$ cat config.mk
export PLATFORM = sky130hd
export DESIGN_NAME = study_sequencer
export DESIGN_NICKNAME = d
export VERILOG_FILES = /design/src/rtl/study_sequencer_pkg.sv /design/src/rtl/study_timer.sv /design/src/rtl/study_sequencer.sv
export SDC_FILE = /design/constraint.sdc
export NUM_CORES = 1
export LEC_CHECK = 0
export BUFFER_PORTS_ARGS = -buffer_cell sky130_fd_sc_hd__buf_2
export CAP_MARGIN = 5
export CORE_ASPECT_RATIO = 1.75
export CORE_MARGIN = 1
export CORE_UTILIZATION = 35
export DETAILED_ROUTE_END_ITERATION = 16
export PLACE_DENSITY = 0.53
export SLEW_MARGIN = 20
export SYNTH_ARGS = -nofsm -noshare
export SYNTH_HDL_FRONTEND = slang
export SYNTH_HIERARCHICAL = 1
export SYNTH_SLANG_ARGS = --single-unit
export TNS_END_PERCENT = 1
$ cat constraint.sdc
create_clock -name clk -period 3.35 [get_ports clk]
set_clock_uncertainty 0.05 [all_clocks]
set_input_delay 0.5025 -clock clk [delete_from_list [all_inputs] [get_ports clk]]
set_output_delay 0.5025 -clock clk [all_outputs]
set_load 0.1 [all_outputs]
$ cat src/rtl/study_sequencer_pkg.sv
// Shared constants, state encoding and judging helper for the study-mode sequencer.
package study_sequencer_pkg;

  localparam int STUDY_STATE_BITS = 3;
  localparam int SCORE_BITS       = 8;
  localparam int OCTAVE_BITS      = 3;
  localparam int NOTE_BITS        = 4;
  localparam int SONG_CNT_BITS    = 8;

  typedef enum logic [STUDY_STATE_BITS-1:0] {
    ST_IDLE,
    ST_SHOW,
    ST_JUDGE,
    ST_PLAY,
    ST_NEXT,
    ST_DONE
  } study_state_e;

  function automatic logic note_match(
    input logic [OCTAVE_BITS-1:0] hit_oct,
    input logic [NOTE_BITS-1:0]   hit_nt,
    input logic [OCTAVE_BITS-1:0] goal_oct,
    input logic [NOTE_BITS-1:0]   goal_nt
  );
    return (hit_oct == goal_oct) && (hit_nt == goal_nt);
  endfunction

endpackage

$ cat src/rtl/study_timer.sv
// Clearable up-counter with terminal-count flag; holds at terminal count until cleared.
module study_timer #(
  parameter int          TIMER_W     = 29,
  parameter int unsigned TIMEOUT_CYC = 500000000
) (
  input  logic clk,
  input  logic rst_n,
  input  logic clr,
  output logic tc
);

  logic [TIMER_W-1:0] count;

  assign tc = (count == TIMER_W'(TIMEOUT_CYC - 1));

  always_ff @(posedge clk or negedge rst_n) begin
    if (!rst_n) begin
      count <= '0;
    end else if (clr) begin
      count <= '0;
    end else if (!tc) begin
      count <= count + TIMER_W'(1);
    end
  end

endmodule

$ cat src/rtl/study_sequencer.sv
// Study-mode sequencer: shows the goal note, judges the player's hit, scores it and
// steps through the song until the last note has been played.
module study_sequencer
  import study_sequencer_pkg::*;
#(
  parameter int          SCORE_W     = SCORE_BITS,
  parameter int          MAX_RETRY   = 3,
  parameter int unsigned TIMEOUT_CYC = 500000000,
  parameter int          TIMER_W     = 29
) (
  input  logic                     clk,
  input  logic                     rst_n,
  input  logic                     en,
  input  logic                     start,
  input  logic                     hit_valid,
  input  logic [OCTAVE_BITS-1:0]   hit_octave,
  input  logic [NOTE_BITS-1:0]     hit_note,
  input  logic [OCTAVE_BITS-1:0]   goal_octave,
  input  logic [NOTE_BITS-1:0]     goal_note,
  input  logic [SONG_CNT_BITS-1:0] track_len,
  input  logic                     sound_over,
  output logic [SONG_CNT_BITS-1:0] song_idx,
  output logic                     hint_en,
  output logic                     correct,
  output logic                     wrong,
  output logic [SCORE_W-1:0]       score,
  output logic [SCORE_W-1:0]       miss_cnt,
  output logic                     done
);

  localparam int RETRY_W = $clog2(MAX_RETRY + 1);

  study_state_e             state;
  logic [RETRY_W-1:0]       retry;
  logic [OCTAVE_BITS-1:0]   hit_oct_q;
  logic [NOTE_BITS-1:0]     hit_note_q;
  logic                     sound_prev;
  logic                     sound_rise;
  logic                     timer_clr;
  logic                     timer_tc;

  // The timer only runs while waiting for a hit or for the sound; every other
  // state holds it at zero, which gives the "clear timer" on each transition.
  assign timer_clr  = !((state == ST_SHOW) || (state == ST_PLAY));
  assign sound_rise = sound_over && !sound_prev;

  study_timer #(
    .TIMER_W     (TIMER_W),
    .TIMEOUT_CYC (TIMEOUT_CYC)
  ) u_timer (
    .clk   (clk),
    .rst_n (rst_n),
    .clr   (timer_clr),
    .tc    (timer_tc)
  );

  always_ff @(posedge clk or negedge rst_n) begin
    if (!rst_n) begin
      state      <= ST_IDLE;
      song_idx   <= '0;
      score      <= '0;
      miss_cnt   <= '0;
      retry      <= '0;
      hint_en    <= 1'b0;
      correct    <= 1'b0;
      wrong      <= 1'b0;
      done       <= 1'b0;
      hit_oct_q  <= '0;
      hit_note_q <= '0;
      sound_prev <= 1'b0;
    end else begin
      sound_prev <= sound_over;
      correct    <= 1'b0;
      wrong      <= 1'b0;
      if (!en) begin
        state    <= ST_IDLE;
        song_idx <= '0;
        score    <= '0;
        miss_cnt <= '0;
        retry    <= '0;
        hint_en  <= 1'b0;
        done     <= 1'b0;
      end else begin
        case (state)
          ST_IDLE, ST_DONE: begin
            if (start) begin
              state    <= ST_SHOW;
              song_idx <= '0;
              score    <= '0;
              miss_cnt <= '0;
              retry    <= '0;
              hint_en  <= 1'b1;
              done     <= 1'b0;
            end
          end
          ST_SHOW: begin
            if (hit_valid) begin
              hit_oct_q  <= hit_octave;
              hit_note_q <= hit_note;
              hint_en    <= 1'b0;
              state      <= ST_JUDGE;
            end else if (timer_tc) begin
              if (miss_cnt != '1) miss_cnt <= miss_cnt + SCORE_W'(1);
              retry   <= '0;
              hint_en <= 1'b0;
              state   <= ST_NEXT;
            end
          end
          ST_JUDGE: begin
            if (note_match(hit_oct_q, hit_note_q, goal_octave, goal_note)) begin
              correct <= 1'b1;
              if (score != '1) score <= score + SCORE_W'(1);
              retry   <= '0;
              state   <= ST_PLAY;
            end else begin
              wrong <= 1'b1;
              if (int'(retry) + 1 < MAX_RETRY) begin
                retry   <= retry + RETRY_W'(1);
                hint_en <= 1'b1;
                state   <= ST_SHOW;
              end else begin
                if (miss_cnt != '1) miss_cnt <= miss_cnt + SCORE_W'(1);
                retry <= '0;
                state <= ST_PLAY;
              end
            end
          end
          ST_PLAY: begin
            if (sound_rise || timer_tc) state <= ST_NEXT;
          end
          ST_NEXT: begin
            if (song_idx >= track_len) begin
              done  <= 1'b1;
              state <= ST_DONE;
            end else begin
              song_idx <= song_idx + SONG_CNT_BITS'(1);
              hint_en  <= 1'b1;
              state    <= ST_SHOW;
            end
          end
          default: state <= ST_IDLE;
        endcase
      end
    end
  end

endmodule

==> results of run 1 <==
==> layout make-up <==
| type | instances | area [um2] |
|---|---|---|
| inverter | 25 | 93.8 |
| multi-input combinational | 317 | 2110 |
| fill | 1122 | 6390 |
| sequential | 70 | 1750 |
| tap | 132 | 165 |
| timing repair buffer | 60 | 313 |
| clock inverter | 3 | 65.1 |
| clock buffer | 13 | 270 |
==> path summary, 6_finish.rpt <==
check                                        startpoint                       to  slack, ps  depth (start not counted)
setup / recovery           u_timer/count[0]$_DFFE_PN0P_  miss_cnt[5]$_DFFE_PN0P_        330                         10
hold / removal                               sound_over     sound_prev$_DFF_PN0_        260                          1
min in group asynchronous                         rst_n  song_idx[5]$_DFFE_PN0P_        320                          2
hold reg to reg                    retry[0]$_DFFE_PN0P_     retry[0]$_DFFE_PN0P_        440                          1
setup reg to reg           u_timer/count[0]$_DFFE_PN0P_  miss_cnt[5]$_DFFE_PN0P_        330                         10
max in group asynchronous                         rst_n     score[5]$_DFFE_PN0P_       2320                          2
==> cells by family (layout without fill, tap and decap cells) <==
family / after synthesis / after routing / synth area share [%]
compound gates: 84 / 84 / 14.7
xor+xnor: 29 / 29 / 6.29
fa+ha+maj: 12 / 12 / 3.72
buf+inv: 39 / 101 / 4.25
flops: 70 / 70 / 43.4
mux: 12 / 12 / 3.22
simple gates: 180 / 180 / 24.5
==> routing by layer <==
metal	vias to the layer above	share of wire (%)	global-route usage (%)
met5	-	0	0
met4	0	2.0	7.53
met3	14	2.9	3.94
met2	69	54	31.8
met1	1680	41	19.2
li1	1679	-	-
==> flip-flops by register name, summed over array words and instances (netlist names) <==
signal and cells:
correct 1, done 1, hint_en 1, hit_note_q 4, hit_oct_q 3, miss_cnt 8
retry 2, score 8, song_idx 8, sound_prev 1, state 3, u_timer/count 29
wrong 1
==> stage by stage <==
| stage | worst slack (ps) | total power [uW] | hold slack, ps | cells |
|---|---|---|---|---|
| after floorplan | 500 | 1560 | 157 | 426 |
| final | 334 | 2780 | 260 | 620 |
| after detailed placement | 189 | 1730 | 434 | 603 |
| after global placement | 214 | 1710 | 422 | 603 |
| after global routing | 144 | 2940 | 255 | 620 |
| after CTS | 175 | 2820 | 244 | 619 |
==> where the power goes <==
part           internal, uW  switching (uW)
Sequential              931            88.1
Combinational           219             467
Clock                   712             362
==> cells in the final DEF (no fill, tap or decap), drive strengths merged, types with 3 or more instances in the layout <==
cell type,n
a31oi,8
o211ai,3
mux2,8
xnor2,5
a41o,3
nor2,40
and3,12
ha,12
a31o,5
and2,5
nor2b,3
or3,3
o21ai,17
nor3,7
dfrtp,70
o31ai,11
mux2i,4
inv,25
nand4,22
nand2,37
a21oi,14
or2,4
buf,60
clkbuf,13
xor2,24
and4,4
nand3,24
or4,5
==> what timing repair did <==
item | in CTS | in global routing
endpoints found under the setup margin | 0 | 3
buffers inserted | 0 | 1
hold buffers | 0 | 0
==> impl_results.rst, run 1 <==
.. list-table::
   :header-rows: 1

   * - Metric
     - Value
   * - Vertical die dimension
     - 144 um
   * - Leading register cell type out of synthesis
     - dfrtp_1
   * - Combined global-route utilization of all metal layers
     - around 17%
   * - Remaining antenna violation count
     - 0
   * - Number of I/O pins
     - 56
   * - Global-route wire length before repair
     - about 16 mm
   * - Total number of yosys warnings
     - 6
   * - Vias per inst
     - between 5 and 6
   * - Clock latency on the worst-skew pair
     - about 340 ps
   * - Drt first pass iters
     - 4
   * - Width of the chip
     - 83.2 um
   * - Dpl hpwl
     - between 7 and 8 mm
   * - Worst Setup End Kind
     - register
   * - Max transition margin
     - 39.1%
   * - Net count reported at finish
     - 523
   * - Post-synthesis sequential area ratio
     - 43.4%
   * - Clk sink count
     - 70
   * - Most area-hungry cell type in the Yosys netlist
     - dfrtp_1
   * - Unrepaired setup endpoints after global routing
     - no
   * - TritonCTS clock tree
     - built
   * - Count of endpoints failing setup in the final report
     - 0
   * - Critical path required time
     - 3580 ps
   * - Biggest cell delay along the critical path
     - around 430 ps
   * - Routed wire length per instance
     - 15.8 um
   * - Worst supply voltage drop on vdd
     - 361 uV
   * - Most numerous cell types in the synthesized netlist
     - 70 x dfrtp_1, 40 x nor2_1, 37 x nand2_1, 25 x inv_1
   * - Maximum number of pins on one net before global-route repair
     - 71
   * - Netlist Area Pre-Place
     - 4040 um2
   * - Reg clk slew, reported paths
     - 60 ps
   * - Count of endpoints failing hold in the final timing report
     - 0
   * - Sort of element at the start of the critical path
     - register
   * - Final Max Slew Viols
     - 0
   * - Area enclosed by the die boundary
     - approximately 12,000 um2
   * - Total CTS buffers
     - 9
   * - Class of the tightest hold or removal check
     - input pin to register
   * - Final antenna diode count
     - 0
   * - Maximum achievable frequency
     - 0.332 GHz
   * - Via count of the first global-routing pass
     - roughly 3,400
   * - Tightest Pin Transition
     - around 900 ps
   * - Nets in the synthesized netlist
     - about 470
   * - Via count
     - ~3,400
   * - Power per cell area
     - between 500 and 600 nW/um2
   * - Area delta synth->final
     - 18.2%
   * - Cell area after placement
     - 4430 um2
   * - Final-layout setup total negative slack
     - 0 ps
   * - Share of synthesized flip-flops with an asynchronous set or reset
     - 100%
   * - Post-synth EDFFs
     - 0
   * - Synth area leaders
     - dfrtp_1 43%, xor2_1 5.2%, ha_1 3.7%
   * - Total wirelength of the detailed-routed design
     - 9.77 mm
   * - Count of input and output buffers
     - 55
   * - Share of the synthesized area in the top cell type
     - around 43%
   * - Standard-cell rows
     - between 50 and 60
   * - Placeable core area
     - between 10,000 and 15,000 um2
   * - Worst Setup Path Type
     - register to register
   * - Share of the clock period used by the worst path
     - between 90% and 100%
   * - Flop and latch count out of synthesis
     - 70
   * - Post-Syn Area per Cell
     - around 9.5 um2
   * - CP cell instances
     - ha_1, nand4_2, or3_4, nor3_1, or3b_1, a211o_1, a22oi_2, buf_4, and2_1, a32o_1
   * - Gate count after technology mapping
     - roughly 430
   * - Resize count post-CTS
     - 0
   * - Min Clock Period, post-route
     - just over 3000 ps
   * - Slowest-stage cell, CP
     - or3_4
   * - Iter 0 DRT Violations
     - 176
   * - Post-Route Utilization
     - between 40% and 50%
   * - # DRC
     - 0
   * - Clk root buf
     - clkbuf_16
   * - Dominant cell by count in the synthesized netlist
     - dfrtp_1
   * - Gate family responsible for the most delay along the worst path
     - simple AND/OR/NAND/NOR gates
   * - Total gr overflow
     - 0
   * - Buffers & Inverters on Critical Path
     - 1
   * - Max-cap violations
     - 0
   * - Status
     - complete, no violations
   * - Synth unique cells
     - between 60 and 70
   * - Final non-filler cell area
     - 4770 um2
   * - H-tree depth
     - 3
   * - Maximum clock path buffer count
     - 2
   * - Share of cells above drive strength 1
     - a little over a fifth
   * - Starting utilization of the core area
     - 36.2%
   * - Critical-path maximum fanout
     - 12
   * - RePlAce Congestion
     - slightly above 0.8
   * - Number of antenna violations at the first check in global routing
     - 0
   * - Arrival time reported for the critical path endpoint
     - 3240 ps
   * - Leakage dissipation
     - between 0.002 and 0.0025 uW
Power figures use the tool's default switching activity.
==> inputs of run 2 (changes only) <==
--- a/config.mk
+++ b/config.mk
@@ -10,6 +10,7 @@
 export CORE_ASPECT_RATIO = 1.75
 export CORE_MARGIN = 1
 export CORE_UTILIZATION = 35
+export CTS_CLUSTER_DIAMETER = 100
 export DETAILED_ROUTE_END_ITERATION = 16
 export PLACE_DENSITY = 0.53
 export SLEW_MARGIN = 20
==> constraint.sdc (replaced) <==
create_clock -name clk -period 3.8 [get_ports clk]
set_clock_uncertainty 0.05 [all_clocks]
set_input_delay 0.57 -clock clk [delete_from_list [all_inputs] [get_ports clk]]
set_output_delay 0.57 -clock clk [all_outputs]
set_load 0.1 [all_outputs]
==> impl_results.rst, run 2 (synthesis results as in run 1) <==
.. list-table::
   :header-rows: 1

   * - Metric
     - Value
   * - Worst Setup Path Type
     - register to register
   * - Maximum achievable frequency
     - 0.312 GHz (-6.0%)
   * - Final WS setup
     - 590 ps (+256 ps)
   * - Drt first pass iters
     - 4 (unchanged)
   * - Arrival time reported for the critical path endpoint
     - 3440 ps (+200 ps)
   * - Net Sw Frac
     - 33.0% (+0.045 points)
   * - Count of input and output buffers
     - 55 (unchanged)
   * - Worst Setup End Kind
     - register
   * - Standard-cell rows
     - 51 (unchanged)
   * - Setup WS pre-CTS
     - 596 ps (+408 ps)
   * - R2r endpoint
     - miss_cnt[5]$_DFFE_PN0P_
   * - Dpl cells
     - 603 (unchanged)
   * - Count of endpoints failing hold in the final timing report
     - 0 (unchanged)
   * - Placeable core area
     - 11,200 um2 (unchanged)
   * - Sw power
     - 813 uW (-11%)
   * - Reg power frac
     - 36.5% (-0.2 points)
   * - Resize count post-CTS
     - 0 (unchanged)
   * - Clk sink count
     - 70 (unchanged)
   * - Clk root buf
     - clkbuf_16
   * - Most used cells in the layout excluding fill and tap cells
     - 70 x dfrtp_1, 55 x buf_2, 40 x nor2_1
   * - Starting utilization of the core area
     - 36.2% (unchanged)
   * - Area delta synth->final
     - 18.1% (about the same)
   * - Total gr overflow
     - 0 (unchanged)
   * - Count of endpoints failing setup in the final report
     - 0 (unchanged)
   * - Min Clock Period, post-route
     - 3210 ps (+194 ps)
   * - RePlAce Congestion
     - 0.800 (-2.1%)
   * - Design Power
     - 2460 uW (-11%)
   * - Tightest Pin Transition
     - 811 ps (-103 ps)
   * - Reg clk slew, reported paths
     - 60 ps (about the same)
   * - Combined global-route utilization of all metal layers
     - 17.2% (-0.19 points)
   * - # DRC
     - 0 (unchanged)
   * - Total CTS buffers
     - 9 (unchanged)
   * - Remaining antenna violation count
     - 0 (unchanged)
   * - # Post-CTS Setup Buffers
     - 0 (unchanged)
   * - Fraction of power consumed by the clock network
     - 39.4% (+0.8 points)
   * - Share of the clock period used by the worst path
     - 84.5% (-5.6 points)
   * - H-tree depth
     - 3 (unchanged)
   * - Worst supply voltage drop on vdd
     - 296 uV (-18%)
   * - Proportion of power drawn by combinational gates
     - 24.2% (-0.5 points)
   * - Via count of the first global-routing pass
     - 3,364 (+0.089%)
   * - Internal Dissipation
     - 1650 uW (-12%)
   * - Status
     - complete, no violations
   * - Post-Route Utilization
     - 42.7% (about the same)
   * - Register-to-register path setup slack
     - 590 ps (+260 ps)
   * - Routed wire length per instance
     - 15.5 um (-1.9%)
   * - Unrepaired setup endpoints after global routing
     - no
   * - Most common cell after layout, fill and taps aside
     - dfrtp_1
   * - Clock latency on the worst-skew pair
     - 340 ps (about the same)
   * - Area enclosed by the die boundary
     - 12,000 um2 (unchanged)
   * - Via count
     - 3,436 (-0.17%)
   * - Max transition margin
     - 45.5% (+6.4 points)
   * - Leakage dissipation
     - 0.00220 uW (-0.56%)
   * - Vertical die dimension
     - 144 um (unchanged)
   * - Maximum number of pins on one net before global-route repair
     - 35 (-51%)
   * - Max-cap violations
     - 0 (unchanged)
   * - Critical R2R Launch
     - u_timer/count[0]$_DFFE_PN0P_
   * - Sort of element at the start of the critical path
     - register
   * - Final Max Slew Viols
     - 0 (unchanged)
   * - Net count reported at finish
     - 522 (-0.19%)
   * - Iter 0 DRT Violations
     - 201 (+14%)
   * - Power per cell area
     - 516 nW/um2 (-11%)
   * - Max reg flops
     - 29 (unchanged)
   * - Register ranked first by flip-flop count
     - u_timer/count
   * - Share of cells above drive strength 1
     - 20.7% (-0.16 points)
   * - Hold-fix buffers at CTS
     - 0 (unchanged)
   * - Dpl hpwl
     - 7.06 mm (+0.51%)
   * - TritonCTS clock tree
     - built
   * - Critical-path maximum fanout
     - 12 (unchanged)
   * - FF-to-FF path depth
     - 9 (-1)
   * - Number of I/O pins
     - 56 (unchanged)
   * - Post-route non-filler standard cell count
     - 619 (-0.16%)
   * - Width of the chip
     - 83.2 um (unchanged)
   * - Vias per inst
     - 5.55 (about the same)
   * - Class of the tightest hold or removal check
     - input pin to asynchronous set/reset pin
   * - Maximum clock path buffer count
     - 2 (unchanged)
   * - Critical path required time
     - 4030 ps (+450 ps)
   * - Total wirelength of the detailed-routed design
     - 9.57 mm (-2.0%)
   * - Final-layout setup total negative slack
     - 0 ps (unchanged)
   * - Final antenna diode count
     - 0 (unchanged)
   * - Number of antenna violations at the first check in global routing
     - 0 (unchanged)
   * - Global-route wire length before repair
     - 16.3 mm (-0.75%)
-- run 2: worst max-delay path by stage --
stage,end,from,slack (ps),cells past startpoint
floorplan,song_idx[6]$_DFFE_PN0P_,song_idx[0]$_DFFE_PN0P_,950,7
global placement,miss_cnt[4]$_DFFE_PN0P_,u_timer/count[0]$_DFFE_PN0P_,670,9
detailed placement,miss_cnt[4]$_DFFE_PN0P_,u_timer/count[0]$_DFFE_PN0P_,600,9
CTS,miss_cnt[5]$_DFFE_PN0P_,u_timer/count[0]$_DFFE_PN0P_,580,9
global route,miss_cnt[4]$_DFFE_PN0P_,u_timer/count[0]$_DFFE_PN0P_,380,9
finish,miss_cnt[5]$_DFFE_PN0P_,u_timer/count[0]$_DFFE_PN0P_,590,9
-- run 2: final cells by class --
type                            count  area [um2]
Fill cell                        1121        6400
Sequential cell                    70        1750
Clock inverter                      6         110
Clock buffer                       10         229
Timing Repair Buffer               59         305
Tap cell                          132         165
Multi-Input combinational cell    317        2110
Inverter                           25        93.8
-- run 2: power groups by stage --
stage | sequential, uW | clock [uW] | combinational, uW
floorplan | 997 | 0 | 379
detailed placement | 912 | 0 | 600
global placement | 909 | 0 | 593
CTS | 898 | 991 | 602
global route | 912 | 1030 | 652
finish | 898 | 968 | 595
-- run 2: stage by stage --
stage,instance area [um2],hold WS [ps]
after global placement,4430,422
after CTS,4770,290
after global routing,4770,325
after floorplan,4040,224
final,4770,270
after detailed placement,4430,435
-- run 2: layer usage --
metal  wire [um]  track usage [%]  vias up  part of all wire [%]
met5           0                0        -                     0
met3         282             3.77       12                   2.9
met4         197             6.72        0                   2.1
met2        5240             32.1       63                    55
met1        3860             18.7     1695                    40
li1            -                -     1666                     -
-- run 2: critical path, stage by stage (launching register included) --
cell and delay [ps]:
dfrtp_1 380, ha_1 230, nand4_2 190, or3_4 440, nor3_1 270, or3b_1 380, a211o_1 320, a22oi_2 430
and2_1 290, a32o_1 180
==> inputs of run 3 (changes only) <==
==> constraint.sdc (replaced) <==
create_clock -name clk -period 3 [get_ports clk]
set_clock_uncertainty 0.05 [all_clocks]
set_input_delay 0.45 -clock clk [delete_from_list [all_inputs] [get_ports clk]]
set_output_delay 0.45 -clock clk [all_outputs]
set_load 0.1 [all_outputs]
==> impl_results.rst, run 3 (synthesis results as in run 1) <==
.. list-table::
   :header-rows: 1

   * - Metric
     - Value
   * - Status
     - complete, no violations
   * - Worst Setup Path Type
     - register to register
   * - Combined global-route utilization of all metal layers
     - 16.9% (-0.32 points)
   * - Vias per inst
     - 5.46 (-1.6%)
   * - Most common cell after layout, fill and taps aside
     - dfrtp_1
   * - Starting utilization of the core area
     - 36.2% (unchanged)
   * - Met2 Routed Length
     - 5.09 mm (-2.8%)
   * - Unrepaired setup endpoints after global routing
     - no
   * - Reg clk slew, reported paths
     - 60 ps (about the same)
   * - Number of antenna violations at the first check in global routing
     - 0 (unchanged)
   * - Share of cells above drive strength 1
     - 21.8% (+1.1 points)
   * - Final WS setup
     - 163 ps (-427 ps)
   * - Remaining antenna violation count
     - 0 (unchanged)
   * - Number of I/O pins
     - 56 (unchanged)
   * - Worst Setup End Kind
     - register
   * - Share of the clock period used by the worst path
     - 94.6% (+10 points)
   * - Width of the chip
     - 83.2 um (unchanged)
   * - Standard-cell rows
     - 51 (unchanged)
   * - Drt first pass iters
     - 4 (unchanged)
   * - RePlAce Congestion
     - 0.827 (+3.3%)
   * - Count of endpoints failing hold in the final timing report
     - 0 (unchanged)
   * - Register ranked first by flip-flop count
     - u_timer/count
   * - Top layer reached by signal wires
     - met4
   * - Routed wire length per instance
     - 15.3 um (-0.93%)
   * - Sort of element at the start of the critical path
     - register
   * - Clock latency on the worst-skew pair
     - 330 ps (about the same)
   * - Maximum clock path buffer count
     - 2 (unchanged)
   * - Total wirelength of the detailed-routed design
     - 9.54 mm (-0.29%)
   * - Max transition margin
     - 39.4% (-6.1 points)
   * - TritonCTS clock tree
     - built
   * - Final antenna diode count
     - 0 (unchanged)
   * - Area enclosed by the die boundary
     - 12,000 um2 (unchanged)
   * - Maximum number of pins on one net before global-route repair
     - 71 (+100%)
   * - Dpl cells
     - 607 (+0.66%)
   * - Worst supply voltage drop on vdd
     - 472 uV (+60%)
   * - Critical path required time
     - 3220 ps (-810 ps)
   * - Clk sink count
     - 70 (unchanged)
   * - Critical-path maximum fanout
     - 12 (unchanged)
   * - Design Power
     - 2970 uW (+21%)
   * - Vertical die dimension
     - 144 um (unchanged)
   * - Min Clock Period, post-route
     - 2840 ps (-373 ps)
   * - Via count
     - 3,402 (-0.99%)
   * - Max reg flops
     - 29 (unchanged)
   * - Hold-fix buffers at CTS
     - 0 (unchanged)
   * - Dpl hpwl
     - 6.89 mm (-2.3%)
   * - Iter 0 DRT Violations
     - 181 (-10%)
   * - Global-route wire length before repair
     - 16.1 mm (-1.2%)
   * - Class of the tightest hold or removal check
     - input pin to register
   * - Net count reported at finish
     - 526 (+0.77%)
   * - Clk root buf
     - clkbuf_16
   * - Total length of routed met3 wires
     - 239 um (-15%)
   * - Met1 layer wirelength in the final routing
     - 3.98 mm (+3.3%)
   * - Arrival time reported for the critical path endpoint
     - 3050 ps (-390 ps)
   * - # DRC
     - 0 (unchanged)
   * - Final Max Slew Viols
     - 0 (unchanged)
   * - H-tree depth
     - 3 (unchanged)
   * - Total CTS buffers
     - 9 (unchanged)
   * - Area delta synth->final
     - 18.0% (about the same)
   * - Count of input and output buffers
     - 55 (unchanged)
   * - Leakage dissipation
     - 0.00220 uW (+0.39%)
   * - Placeable core area
     - 11,200 um2 (unchanged)
   * - Power per cell area
     - 623 nW/um2 (+21%)
   * - Tightest Pin Transition
     - 909 ps (+98.6 ps)
   * - Max-cap violations
     - 0 (unchanged)
   * - Total gr overflow
     - 0 (unchanged)
   * - Final-layout setup total negative slack
     - 0 ps (unchanged)
   * - Setup WS pre-CTS
     - 81.2 ps (-515 ps)
   * - Most used cells in the layout excluding fill and tap cells
     - 70 x dfrtp_1, 55 x buf_2, 40 x nor2_1
   * - Via count of the first global-routing pass
     - 3,422 (+1.7%)
   * - Maximum achievable frequency
     - 0.352 GHz (+13%)
   * - Count of endpoints failing setup in the final report
     - 0 (unchanged)
   * - Post-route non-filler standard cell count
     - 623 (+0.65%)
[run 3: area by class of cell]
type	instances	area [um2]
Clock inverter	6	61.3
Inverter	25	93.8
Multi-Input combinational cell	317	2120
Timing Repair Buffer	63	335
Tap cell	132	165
Sequential cell	70	1750
Clock buffer	10	239
Fill cell	1091	6400
[run 3: metrics by stage]
stage / cell area, um2 / utilization [%] / hold slack [ps]
global placement: 4460 / 39.9 / 420
CTS: 4760 / 42.6 / 202
finish: 4770 / 42.7 / 215
floorplan: 4040 / - / 104
global route: 4770 / 42.7 / 211
detailed placement: 4460 / 39.9 / 424
[run 3: timing repair]
item	CTS	global route
gates resized for setup	0	1
buffers inserted	0	0
setup endpoints to repair	0	6
[run 3: worst max-delay path: stages (launching register included)]
cell     delay [ps]
dfrtp_1         380
ha_1            240
nand4_2         150
or3_4           420
nor3_2          160
or3b_1          360
a211o_1         320
a22oi_2         120
buf_4           200
and2_1          210
a32o_1          180
[run 3: metal layers]
| layer | track usage (%) | vias up |
|---|---|---|
| li1 | - | 1685 |
| met1 | 18.8 | 1644 |
| met2 | 31.1 | 60 |
| met3 | 3.03 | 13 |
| met4 | 7.62 | 0 |
| met5 | 0 | - |
[run 3: worst paths after layout]
check | start | to | slack, ps | cells after the start
setup / recovery | u_timer/count[0]$_DFFE_PN0P_ | miss_cnt[4]$_DFFE_PN0P_ | 160 | 10
hold / removal | sound_over | sound_prev$_DFF_PN0_ | 220 | 1
setup reg to reg | u_timer/count[0]$_DFFE_PN0P_ | miss_cnt[4]$_DFFE_PN0P_ | 160 | 10
hold reg to reg | retry[0]$_DFFE_PN0P_ | retry[0]$_DFFE_PN0P_ | 440 | 1
max in group asynchronous | rst_n | u_timer/count[4]$_DFFE_PN0P_ | 2020 | 2
min in group asynchronous | rst_n | song_idx[5]$_DFFE_PN0P_ | 290 | 2
[run 3: power by group]
part           internal (uW)  total [uW]  switching [uW]
combinational            246         756             510
clock                    663        1070             411
sequential              1040        1140            99.3
